[config.mk]
export PLATFORM = sky130hd
export DESIGN_NAME = fpio_word_tx_flat
export DESIGN_NICKNAME = d
export VERILOG_FILES = /design/src/rtl/fpio_pkg.sv /design/src/rtl/fpio_if.sv /design/src/rtl/fpio_word_tx.sv /design/src/flat_wrapper.sv
export SDC_FILE = /design/constraint.sdc
export NUM_CORES = 1
export LEC_CHECK = 0
export ABC_AREA = 0
export CORE_ASPECT_RATIO = 1.75
export CORE_MARGIN = 2
export CORE_UTILIZATION = 45
export DETAILED_ROUTE_END_ITERATION = 10
export HOLD_SLACK_MARGIN = 0.05
export MAX_ROUTING_LAYER = met4
export PLACE_DENSITY = 0.75
export SYNTH_ARGS = -nofsm -noshare
export SYNTH_HDL_FRONTEND = slang
export SYNTH_SLANG_ARGS = --single-unit
[constraint.sdc]
create_clock -name clock -period 2 [get_ports clock]
set_clock_uncertainty 0.1 [all_clocks]
set_input_delay 0.2 -clock clock [delete_from_list [all_inputs] [get_ports clock]]
set_output_delay 0.2 -clock clock [all_outputs]
set_load 0.005 [all_outputs]
[src/rtl/fpio_pkg.sv]
// fpio_pkg: shared types and helpers for the fpio nibble link.
package fpio_pkg;

  localparam int unsigned FPIO_DATA_WIDTH = 4;
  localparam int unsigned FPIO_WORD_WIDTH = 32;

  typedef enum logic [1:0] {
    IDLE   = 2'd0,
    SEND   = 2'd1,
    PARITY = 2'd2
  } fpio_tx_state_e;

  // Number of beats needed to carry one word.
  function automatic int unsigned fpio_nbeats(input int unsigned word_w, input int unsigned data_w);
    return word_w / data_w;
  endfunction

endpackage

[src/rtl/fpio_if.sv]
// fpio_if: narrow beat link; DAT/DAT_v flow forward, DAT_r is far-end backpressure.
interface fpio_if
  import fpio_pkg::*;
#(
  parameter int unsigned DATA_WIDTH = FPIO_DATA_WIDTH
);
  logic [DATA_WIDTH-1:0] DAT;
  logic                  DAT_v;
  logic                  DAT_r;

  modport xmit (output DAT, output DAT_v, input DAT_r);
  modport recv (input DAT, input DAT_v, output DAT_r);
endinterface

[src/rtl/fpio_word_tx.sv]
// fpio_word_tx: serialises WORD_WIDTH-bit words into DATA_WIDTH-bit beats, LSB beat
// first, onto the fpio_if transmit side, honouring DAT_r backpressure.
// Build option: define FPIO_WORD_TX_PARITY_EN to append an XOR parity beat per word.
module fpio_word_tx
  import fpio_pkg::*;
#(
  parameter int unsigned DATA_WIDTH = FPIO_DATA_WIDTH,
  parameter int unsigned WORD_WIDTH = FPIO_WORD_WIDTH
) (
  input  logic                  clock,
  input  logic                  reset,
  input  logic [WORD_WIDTH-1:0] w_dat,
  input  logic                  w_valid,
  output logic                  w_ready,
  fpio_if.xmit                  tx
);

  localparam int unsigned NBEATS = fpio_nbeats(WORD_WIDTH, DATA_WIDTH);
  localparam int unsigned CNT_W  = (NBEATS > 2) ? $clog2(NBEATS) : 1;
  localparam int unsigned REST_W = WORD_WIDTH - DATA_WIDTH;

  // Reject word/beat geometries the serialiser cannot handle.
  if (((WORD_WIDTH % DATA_WIDTH) != 0) || (NBEATS < 2)) begin : g_cfg_check
    $error("fpio_word_tx: WORD_WIDTH must be a multiple of DATA_WIDTH and at least 2*DATA_WIDTH");
  end

  fpio_tx_state_e        state_q;
  logic [CNT_W-1:0]      cnt_q;
  logic [REST_W-1:0]     shift_q;   // beats still to be presented after the current one
  logic [DATA_WIDTH-1:0] dat_q;
  logic                  dat_v_q;
`ifdef FPIO_WORD_TX_PARITY_EN
  logic [DATA_WIDTH-1:0] par_q;     // running XOR of the beats presented so far
`endif

  logic last_beat;
  logic beat_xfer;
  logic word_xfer;

  assign last_beat = (cnt_q == CNT_W'(NBEATS - 1));
  assign beat_xfer = dat_v_q && tx.DAT_r;

  // Word acceptance: idle, or the final beat of the current word leaving this cycle.
`ifdef FPIO_WORD_TX_PARITY_EN
  assign w_ready = !reset && ((state_q == IDLE) || ((state_q == PARITY) && tx.DAT_r));
`else
  assign w_ready = !reset && ((state_q == IDLE) || ((state_q == SEND) && last_beat && tx.DAT_r));
`endif
  assign word_xfer = w_valid && w_ready;

  assign tx.DAT   = dat_q;
  assign tx.DAT_v = dat_v_q;

  // Beat sequencer: load on word accept, shift on beat transfer, hold under backpressure.
  always_ff @(posedge clock) begin
    if (reset) begin
      state_q <= IDLE;
      cnt_q   <= '0;
      shift_q <= '0;
      dat_q   <= '0;
      dat_v_q <= 1'b0;
`ifdef FPIO_WORD_TX_PARITY_EN
      par_q   <= '0;
`endif
    end else begin
      case (state_q)
        IDLE: begin
          if (word_xfer) begin
            state_q <= SEND;
            cnt_q   <= '0;
            shift_q <= w_dat[WORD_WIDTH-1:DATA_WIDTH];
            dat_q   <= w_dat[DATA_WIDTH-1:0];
            dat_v_q <= 1'b1;
`ifdef FPIO_WORD_TX_PARITY_EN
            par_q   <= w_dat[DATA_WIDTH-1:0];
`endif
          end
        end
        SEND: begin
          if (beat_xfer) begin
            if (!last_beat) begin
              cnt_q   <= cnt_q + CNT_W'(1);
              dat_q   <= shift_q[DATA_WIDTH-1:0];
              shift_q <= shift_q >> DATA_WIDTH;
`ifdef FPIO_WORD_TX_PARITY_EN
              par_q   <= par_q ^ shift_q[DATA_WIDTH-1:0];
`endif
            end else begin
`ifdef FPIO_WORD_TX_PARITY_EN
              state_q <= PARITY;
              dat_q   <= par_q;
`else
              if (word_xfer) begin
                cnt_q   <= '0;
                shift_q <= w_dat[WORD_WIDTH-1:DATA_WIDTH];
                dat_q   <= w_dat[DATA_WIDTH-1:0];
              end else begin
                state_q <= IDLE;
                dat_v_q <= 1'b0;
              end
`endif
            end
          end
        end
`ifdef FPIO_WORD_TX_PARITY_EN
        PARITY: begin
          if (beat_xfer) begin
            if (word_xfer) begin
              state_q <= SEND;
              cnt_q   <= '0;
              shift_q <= w_dat[WORD_WIDTH-1:DATA_WIDTH];
              dat_q   <= w_dat[DATA_WIDTH-1:0];
              par_q   <= w_dat[DATA_WIDTH-1:0];
            end else begin
              state_q <= IDLE;
              dat_v_q <= 1'b0;
            end
          end
        end
`endif
        default: begin
          state_q <= IDLE;
          dat_v_q <= 1'b0;
        end
      endcase
    end
  end

endmodule
[src/flat_wrapper.sv]
// flat-port wrapper written by rule: the top's interface ports become plain ports
module fpio_word_tx_flat import fpio_pkg::*;
#(
  parameter int unsigned DATA_WIDTH = FPIO_DATA_WIDTH,
  parameter int unsigned WORD_WIDTH = FPIO_WORD_WIDTH
)
  (clock, reset, w_dat, w_valid, w_ready, tx_DAT, tx_DAT_v, tx_DAT_r);
  fpio_if #(.DATA_WIDTH(DATA_WIDTH)) tx_i ();
  input  logic clock;
  input  logic reset;
  input  logic [WORD_WIDTH-1:0] w_dat;
  input  logic w_valid;
  output logic w_ready;
  output wire logic [$bits(tx_i.DAT)-1:0] tx_DAT;
  output wire logic [$bits(tx_i.DAT_v)-1:0] tx_DAT_v;
  input wire logic [$bits(tx_i.DAT_r)-1:0] tx_DAT_r;
  assign tx_DAT = tx_i.DAT;
  assign tx_DAT_v = tx_i.DAT_v;
  assign tx_i.DAT_r = tx_DAT_r;
  fpio_word_tx #(.DATA_WIDTH(DATA_WIDTH), .WORD_WIDTH(WORD_WIDTH)) u_core (.clock(clock), .reset(reset), .w_dat(w_dat), .w_valid(w_valid), .w_ready(w_ready), .tx(tx_i));
endmodule
== Word-level counts from Yosys, hierarchy flattened ==
Cells that the tools add are included.

* Register bits: 38
* Bits of input ports: 36
* Logic and storage cells: 45

* $add $sub $neg: 1
* Eq/ne operators: 6
* Mux-type cells: 22
* Reductions and logical operators: 11

{| class="wikitable"
|+ Operators with widths
! cell !! number
|-
| $mux W28 || 3
|-
| $pmux W28 S2 || 1
|-
| $mux W4 || 3
|-
| $mux W3 || 3
|-
| $mux W2 || 4
|-
| $pmux W4 S2 || 1
|-
| $ne A2 B1 Y1 const B || 3
|-
| $pmux W3 S2 || 1
|-
| $logic_and A1 B1 Y1 || 5
|-
| $mux W1 || 4
|-
| $pmux W2 S2 || 1
|-
| $reduce_and A4 Y1 || 1
|-
| $add A3 B1 Y3 const B || 1
|-
| $eq A3 B3 Y1 const B || 1
|-
| $eq A2 B1 Y1 const B || 1
|-
| $logic_not A2 Y1 || 1
|-
| $ne A2 B2 Y1 const B || 1
|-
| $pmux W1 S2 || 1
|-
| $reduce_and A2 Y1 || 1
|-
| $reduce_bool A2 Y1 || 1
|-
| $logic_not A1 Y1 || 1
|-
| $logic_or A1 B1 Y1 || 1
|}

== Depth between registers and ports, before layout ==
Gate-level depths: netlist of run 1.

* Depth in word-level cells: 10
* Depth in mapped cells: 8

== Worst setup path after synthesis of run 1 ==
OpenSTA, ideal clock, no wires.

* Path kind: register to register
* Start: register u_core.cnt_q[0]
* End: register u_core.shift_q[4]
* Setup time: 133 ps
* Data arrival time: 1524 ps
* Required time: 1767 ps
* Path slack: 243 ps
* Stages on the path, launching flop included: 8
* Period minus slack after synthesis: 1757 ps
* Cells stage by stage: dfxtp_1 -> ha_1 -> ha_1 -> nand2b_2 -> a22o_2 -> buf_6 -> a22oi_1 -> a21oi_1

* Word-level cells in the longest chain between the ends: 10

{| class="wikitable"
|+ RTL lines
! what !! RTL line !! source
|-
| start: declaration || fpio_word_tx.sv:28 || <nowiki>logic [CNT_W-1:0] cnt_q;</nowiki>
|-
| start signal: assignment || fpio_word_tx.sv:82 || <nowiki>cnt_q <= cnt_q + CNT_W'(1);</nowiki>
|-
| $eq A3 B3 Y1 (*) || fpio_word_tx.sv:40 || <nowiki>assign last_beat = (cnt_q == CNT_W'(NBEATS - 1));</nowiki>
|-
| $logic_and A1 B1 Y1 (2 in series) || fpio_word_tx.sv:47 || <nowiki>assign w_ready = !reset && ((state_q == IDLE) || ((state_q == SEND) && last_beat && tx.DAT_r));</nowiki>
|-
| $logic_or A1 B1 Y1 || fpio_word_tx.sv:47 ||
|-
| $logic_and A1 B1 Y1 || fpio_word_tx.sv:47 ||
|-
| $logic_and A1 B1 Y1 || fpio_word_tx.sv:49 || <nowiki>assign word_xfer = w_valid && w_ready;</nowiki>
|-
| $mux W28 || n/a ||
|-
| $mux W28 || fpio_word_tx.sv:81 || <nowiki>if (!last_beat) begin</nowiki>
|-
| $mux W28 || fpio_word_tx.sv:80 || <nowiki>if (beat_xfer) begin</nowiki>
|-
| $pmux W28 S2 (*) || fpio_word_tx.sv:66 || <nowiki>case (state_q)</nowiki>
|-
| end signal: assignment || fpio_word_tx.sv:71 || <nowiki>shift_q <= w_dat[WORD_WIDTH-1:DATA_WIDTH];</nowiki>
|-
| end signal: assignment || fpio_word_tx.sv:84 || <nowiki>shift_q <= shift_q >> DATA_WIDTH;</nowiki>
|-
| end signal: assignment || fpio_word_tx.sv:95 || <nowiki>shift_q <= w_dat[WORD_WIDTH-1:DATA_WIDTH];</nowiki>
|-
| end: declaration || fpio_word_tx.sv:29 || <nowiki>logic [REST_W-1:0] shift_q;</nowiki>
|}

Every way passes the cells marked *; elsewhere a longest branch is shown, timed or not. The select of a mux whose other input is x is not followed.
A chain may end at the register's enable or synchronous reset.

== Worst setup path in the final report of run 1 ==
* Start: register u_core.cnt_q[0]
* End: register u_core.shift_q[19]

Same word-level chain as after synthesis.

==> results of run 1 <==
[cell families after synthesis]
logic type | Yosys count | share of synthesized area (%)
flip-flops | 36 | 46.6
XOR/XNOR | 1 | 0.567
adder cells (fa/ha/maj) | 2 | 1.62
AND/OR/NAND/NOR | 42 | 13.0
buffers and inverters | 14 | 7.13
multiplexers | 3 | 1.94
AO/OA/AOI/OAI | 64 | 29.1
[worst max-delay path, cell delays in order, from the launching register on]
cell	delay, ns
dfxtp_2	0.33
ha_1	0.19
ha_2	0.21
nand2b_2	0.24
a22o_4	0.37
a22oi_1	0.20
a21oi_1	0.09
[final cells by class]
type,instances,area [µm²]
Clock inverter,1,5.00
Fill cell,285,1290
Multi-Input combinational cell,113,736
Inverter,1,3.75
Tap cell,45,56.3
Timing Repair Buffer,45,443
Sequential cell,36,722
Clock buffer,6,72.6
[flip-flops by register name, indices dropped and copies added (netlist names)]
register / cells
u_core.shift_q: 28
u_core.tx.DAT: 4
u_core.cnt_q: 3
u_core.state_q: 1
[routing by layer]
| metal | GRT usage, % | vias to the layer above | routed length, µm |
|---|---|---|---|
| met3 | 5.05 | 11 | 155 |
| met5 | - | - | 0 |
| met2 | 31.7 | 46 | 2060 |
| li1 | - | 667 | - |
| met1 | 21.7 | 655 | 1430 |
| met4 | 11.4 | 0 | 116 |
[synthesized netlist by cell type]
cell / instances
ha_1: 2
o21ai_0: 2
nor2_4: 2
a22oi_2: 6
nor3_1: 1
nand2b_4: 1
inv_2: 1
a21oi_1: 26
nor2_1: 8
mux2i_1: 3
xnor2_1: 1
buf_4: 1
dfxtp_1: 36
buf_2: 1
nand2_1: 26
nor3_2: 1
or3_1: 2
clkbuf_1: 4
a22o_2: 1
a221oi_1: 2
buf_6: 7
nand2b_2: 1
a22oi_1: 25
a21boi_2: 1
a21oi_2: 1
[worst paths after layout]
kind / cells after the start / from / slack [ns] / to
hold / removal: 3 / w_dat[22] / 0.36 / u_core.shift_q[18]$_SDFFE_PP0N_
setup reg to reg: 6 / u_core.cnt_q[0]$_SDFFE_PP0N_ / 0.14 / u_core.shift_q[19]$_SDFFE_PP0N_
hold reg to reg: 2 / u_core.shift_q[24]$_SDFFE_PP0N_ / 0.40 / u_core.shift_q[24]$_SDFFE_PP0N_
setup / recovery: 6 / u_core.cnt_q[0]$_SDFFE_PP0N_ / 0.14 / u_core.shift_q[19]$_SDFFE_PP0N_
[power groups by stage]
stage	registers, µW	logic [µW]	clock network (µW)
after CTS	775	221	481
final	776	224	469
after global routing	778	243	511
after global placement	788	208	0
after detailed placement	791	215	0
after floorplan	783	130	0
[repair_timing]
item                       4_1_cts  5_1_grt
pin swaps                        2        1
cloned                           0        1
buffers inserted                 1        0
setup endpoints to repair       23       30
gates resized for setup          2        3
[stage by stage]
stage	std cells	instance area (µm²)	utilization (%)	hold slack, ns
after CTS	246	2020	60.8	0.353
after detailed placement	238	1930	57.9	0.394
after floorplan	162	1550	-	0.221
after global routing	247	2040	61.2	0.374
final	247	2040	61.2	0.363
after global placement	238	1930	57.9	0.381
==> run metrics, run 1 <==
clk_lat worst skew 0.28 ns; leakage 0.000705 µW; Cell Area, Synth 1550 µm²; Routed WL 3760 µm; post-route setup slack 0.139 ns; final setup fails 0; # IOs 42; CP Class flip-flop to flip-flop; root buf cell clkbuf_8; Rel. slew slack 71.0%; CP required 2.05 ns; maximum buffer depth of the clock tree 2; syn_nets 200; CP endpoint kind flip-flop; Comb power frac 15.3%; Antenna Cells 0; Die Area 3940 µm²; row count 28; Fin. Hold Viols 0; Internal 1110 µW; Clk pin slew, worst setup/hold paths 0.07 ns; routability cong. 0.768; largest net degree at the start of global routing 37; part of the power in registers 52.8%; Std-Cell Core Area 3330 µm²; maximum operating frequency 537 MHz; worst slack, placed 0.00226 ns; post-synthesis register bit count 36; Synth Instances 162; initial antenna violation count 0; DRC violations left 0; TritonCTS clock tree done; number of global-route vias before repair 1210; CTS Hold Bufs 0; RSZ-0062 raised after global routing no; CTS Sinks 36; crit share post-route 93.0%; Die Span Y 81.5 µm; total power draw 1470 µW; H-tree levels 2; number of distinct library cells after synthesis 25; Worst-Margin Slew 0.434 ns; worst min path class primary input to flip-flop; GR Overflow Total 0; status completed; Die X 48.3 µm; pwr dens 721 nW/µm²; Wirelength per Cell 15.2 µm; GRT Overall Usage 20.0%; Max-cap violations 0; post-DP HPWL 2450 µm; synth warn 0; Layout Nets 240; vias 1379; number of port buffers 41; Starting DRT DRC Count 19; Sw Ratio 24.6%; synth top area cells dfxtp_1 47%, a22oi_1 12%, a21oi_1 8.4%, nand2_1 6.3%, buf_6 5.1%; post-synth top area share 46.6%; Avg Synthesized Cell Area 9.54 µm²; clock power share 31.9%; Area Overhead vs Synth 31.9%; Synth area leader dfxtp_1; Inserted Clock Buffers 5; crit-path max FO 31; DRT Pass-1 Iters 4; Net Sw Power 361 µW; most common cell after layout, fill and taps aside clkdlybuf4s50_1; register area share after synthesis 46.6%; share of post-route cells with drive strength above 1 13.9%; setup TNS 0 ns; Peak supply drop 597 µV; routed vias/inst 5.58; antenna-violating nets left 0; Initial Util 46.4%; Final min period 1.86 ns; crit path launch type flip-flop; Data arrival, critical path 1.91 ns; first-pass GRT wire length 5400 µm; commonest cells after routing, fill and taps aside 40 x clkdlybuf4s50_1, 35 x dfxtp_1, 26 x nand2_1, 26 x a21oi_1, 25 x a22oi_1; pins over their slew limit 0
Note: power is estimated with default switching activity, not from simulation.
==> run 2: changes to the inputs <==
Settings changed: CAP_MARGIN from default to 20, CTS_CLUSTER_DIAMETER from default to 80.
==> results of run 2 <==
Same layout as run 1: the final DEF is identical, and so are final timing and power.
==> run 3: changes to the inputs <==
Settings changed: MAX_ROUTING_LAYER met4 to default.
==> run 3 against run 2 <==
  * Largest power group unchanged
  * Critical path depth unchanged
  * Clock-buffer cell count unchanged
  * Critical endpoint unchanged
  * Flip-flop and latch count unchanged
==> run metrics, run 3 (same netlist as run 1, synthesis figures left out) <==
antenna-violating nets left 0; Peak supply drop 597 µV; Worst-Margin Slew 0.433 ns; crit-path max FO 31; worst-path cell chain ha_1 > ha_2 > nand2b_2 > a22o_4 > a22oi_1 > a21oi_1; Clk pin slew, worst setup/hold paths 0.07 ns; CP required 2.05 ns; Layout Nets 240; Layout Utilization 61.2%; Area Overhead vs Synth 31.9%; DRT Pass-1 Iters 4; Wirelength per Cell 15.3 µm; largest net degree at the start of global routing 37; CP endpoint kind flip-flop; post-DP HPWL 2450 µm; Final min period 1.86 ns; Starting DRT DRC Count 19; Placed Cells 238; status completed; pwr dens 721 nW/µm²; Reg-to-Reg End u_core.shift_q[19]$_SDFFE_PP0N_; CTS Sinks 36; GRT Overall Usage 19.6%; worst min path class primary input to flip-flop; Die X 48.3 µm; leakage 0.000705 µW; vias 1370; worst slack, placed 0.00226 ns; number of global-route vias before repair 1210; final setup fails 0; Fin. Hold Viols 0; R2R Setup Slk 0.14 ns; hold endpoint u_core.shift_q[18]$_SDFFE_PP0N_; Crit. Startpoint u_core.cnt_q[0]$_SDFFE_PP0N_; number of port buffers 41; TritonCTS clock tree done; Routed WL 3770 µm; GR Overflow Total 0; H-tree levels 2; root buf cell clkbuf_8; Die Area 3940 µm²; # IOs 42; crit share post-route 93.0%; Rel. slew slack 71.0%; WHS Path Cells 3; routability cong. 0.758; routed vias/inst 5.55; pins over their slew limit 0; crit path launch type flip-flop; Data arrival, critical path 1.91 ns; worst r2r path cells 6; Die Span Y 81.5 µm; most common cell after layout, fill and taps aside clkdlybuf4s50_1; setup TNS 0 ns; Antenna Cells 0; row count 28; Initial Util 46.4%; max reg flops 28; CP Class flip-flop to flip-flop; DRC violations left 0; post-route setup slack 0.141 ns; share of post-route cells with drive strength above 1 13.9%; Inserted Clock Buffers 5; Std-Cell Core Area 3330 µm²; Slowest-stage cell, CP a22o_4; initial antenna violation count 0; Hold WS 0.363 ns; commonest cells after routing, fill and taps aside 40 x clkdlybuf4s50_1, 35 x dfxtp_1, 26 x nand2_1, 26 x a21oi_1, 25 x a22oi_1; maximum buffer depth of the clock tree 2; largest register by flop count u_core.shift_q; first-pass GRT wire length 5410 µm; FF-to-FF Start u_core.cnt_q[0]$_SDFFE_PP0N_; maximum operating frequency 538 MHz; clk_lat worst skew 0.28 ns; Critical Path Max Stage Delay 0.37 ns; Layout Cells excl Fill 247; worst min-delay path startpoint w_dat[22]; Max-cap violations 0; RSZ-0062 raised after global routing no
run 3: cell counts in the layout (fill, tap and decap cells not counted):
Identical to the previous run, type by type.
run 3: report_power, final:
group          switching (µW)  total, µW  leakage (µW)  internal [µW]
Sequential               26.0        776      0.000294            750
Combinational             102        224      0.000370            122
Clock                     233        469     0.0000410            236
run 3: layout make-up:
type	count	area, µm²
clock buffers	6	72.6
multi-input cells	113	736
inverters	1	3.75
well taps	45	56.3
clock inverters	1	5.00
repair buffers	45	443
flip-flops and latches	36	722
fillers	285	1290
run 3: per-stage QoR:
step / area [µm²] / power [µW]
after floorplan: 1550 / 913
after global placement: 1930 / 997
after detailed placement: 1930 / 1010
after CTS: 2020 / 1480
after global routing: 2040 / 1530
final: 2040 / 1470
run 3: per-layer routing:
metal | up-vias | GRT usage, % | share of wire [%]
met5 | - | 0 | 0
met4 | 0 | 11.4 | 2.9
met3 | 11 | 5.05 | 4.0
met2 | 44 | 31.7 | 55
met1 | 648 | 21.8 | 38
li1 | 667 | - | -
run 3: worst max-delay path by stage:
stage	slack [ns]	to	depth (start not counted)
after floorplan	0.24	u_core.shift_q[4]$_SDFFE_PP0N_	7
after global placement	0.08	u_core.shift_q[20]$_SDFFE_PP0N_	6
after detailed placement	0.002	u_core.shift_q[21]$_SDFFE_PP0N_	6
after CTS	0.04	u_core.shift_q[25]$_SDFFE_PP0N_	7
after global routing	0.02	u_core.shift_q[9]$_SDFFE_PP0N_	7
final	0.14	u_core.shift_q[19]$_SDFFE_PP0N_	6
run 3: critical path: cells and delay by family (launching register included):
family                   cells  cell delay (ns)
AO/OA/AOI/OAI                3             0.66
adder cells (fa/ha/maj)      2             0.40
AND/OR/NAND/NOR              1             0.24
flip-flops                   1             0.33
run 3: what timing repair did:
action	in CTS	in global routing
pin swaps	2	1
buffers inserted	1	0
gates resized for setup	2	3
setup endpoints to repair	23	31
hold buffers	0	0
cloned	0	1
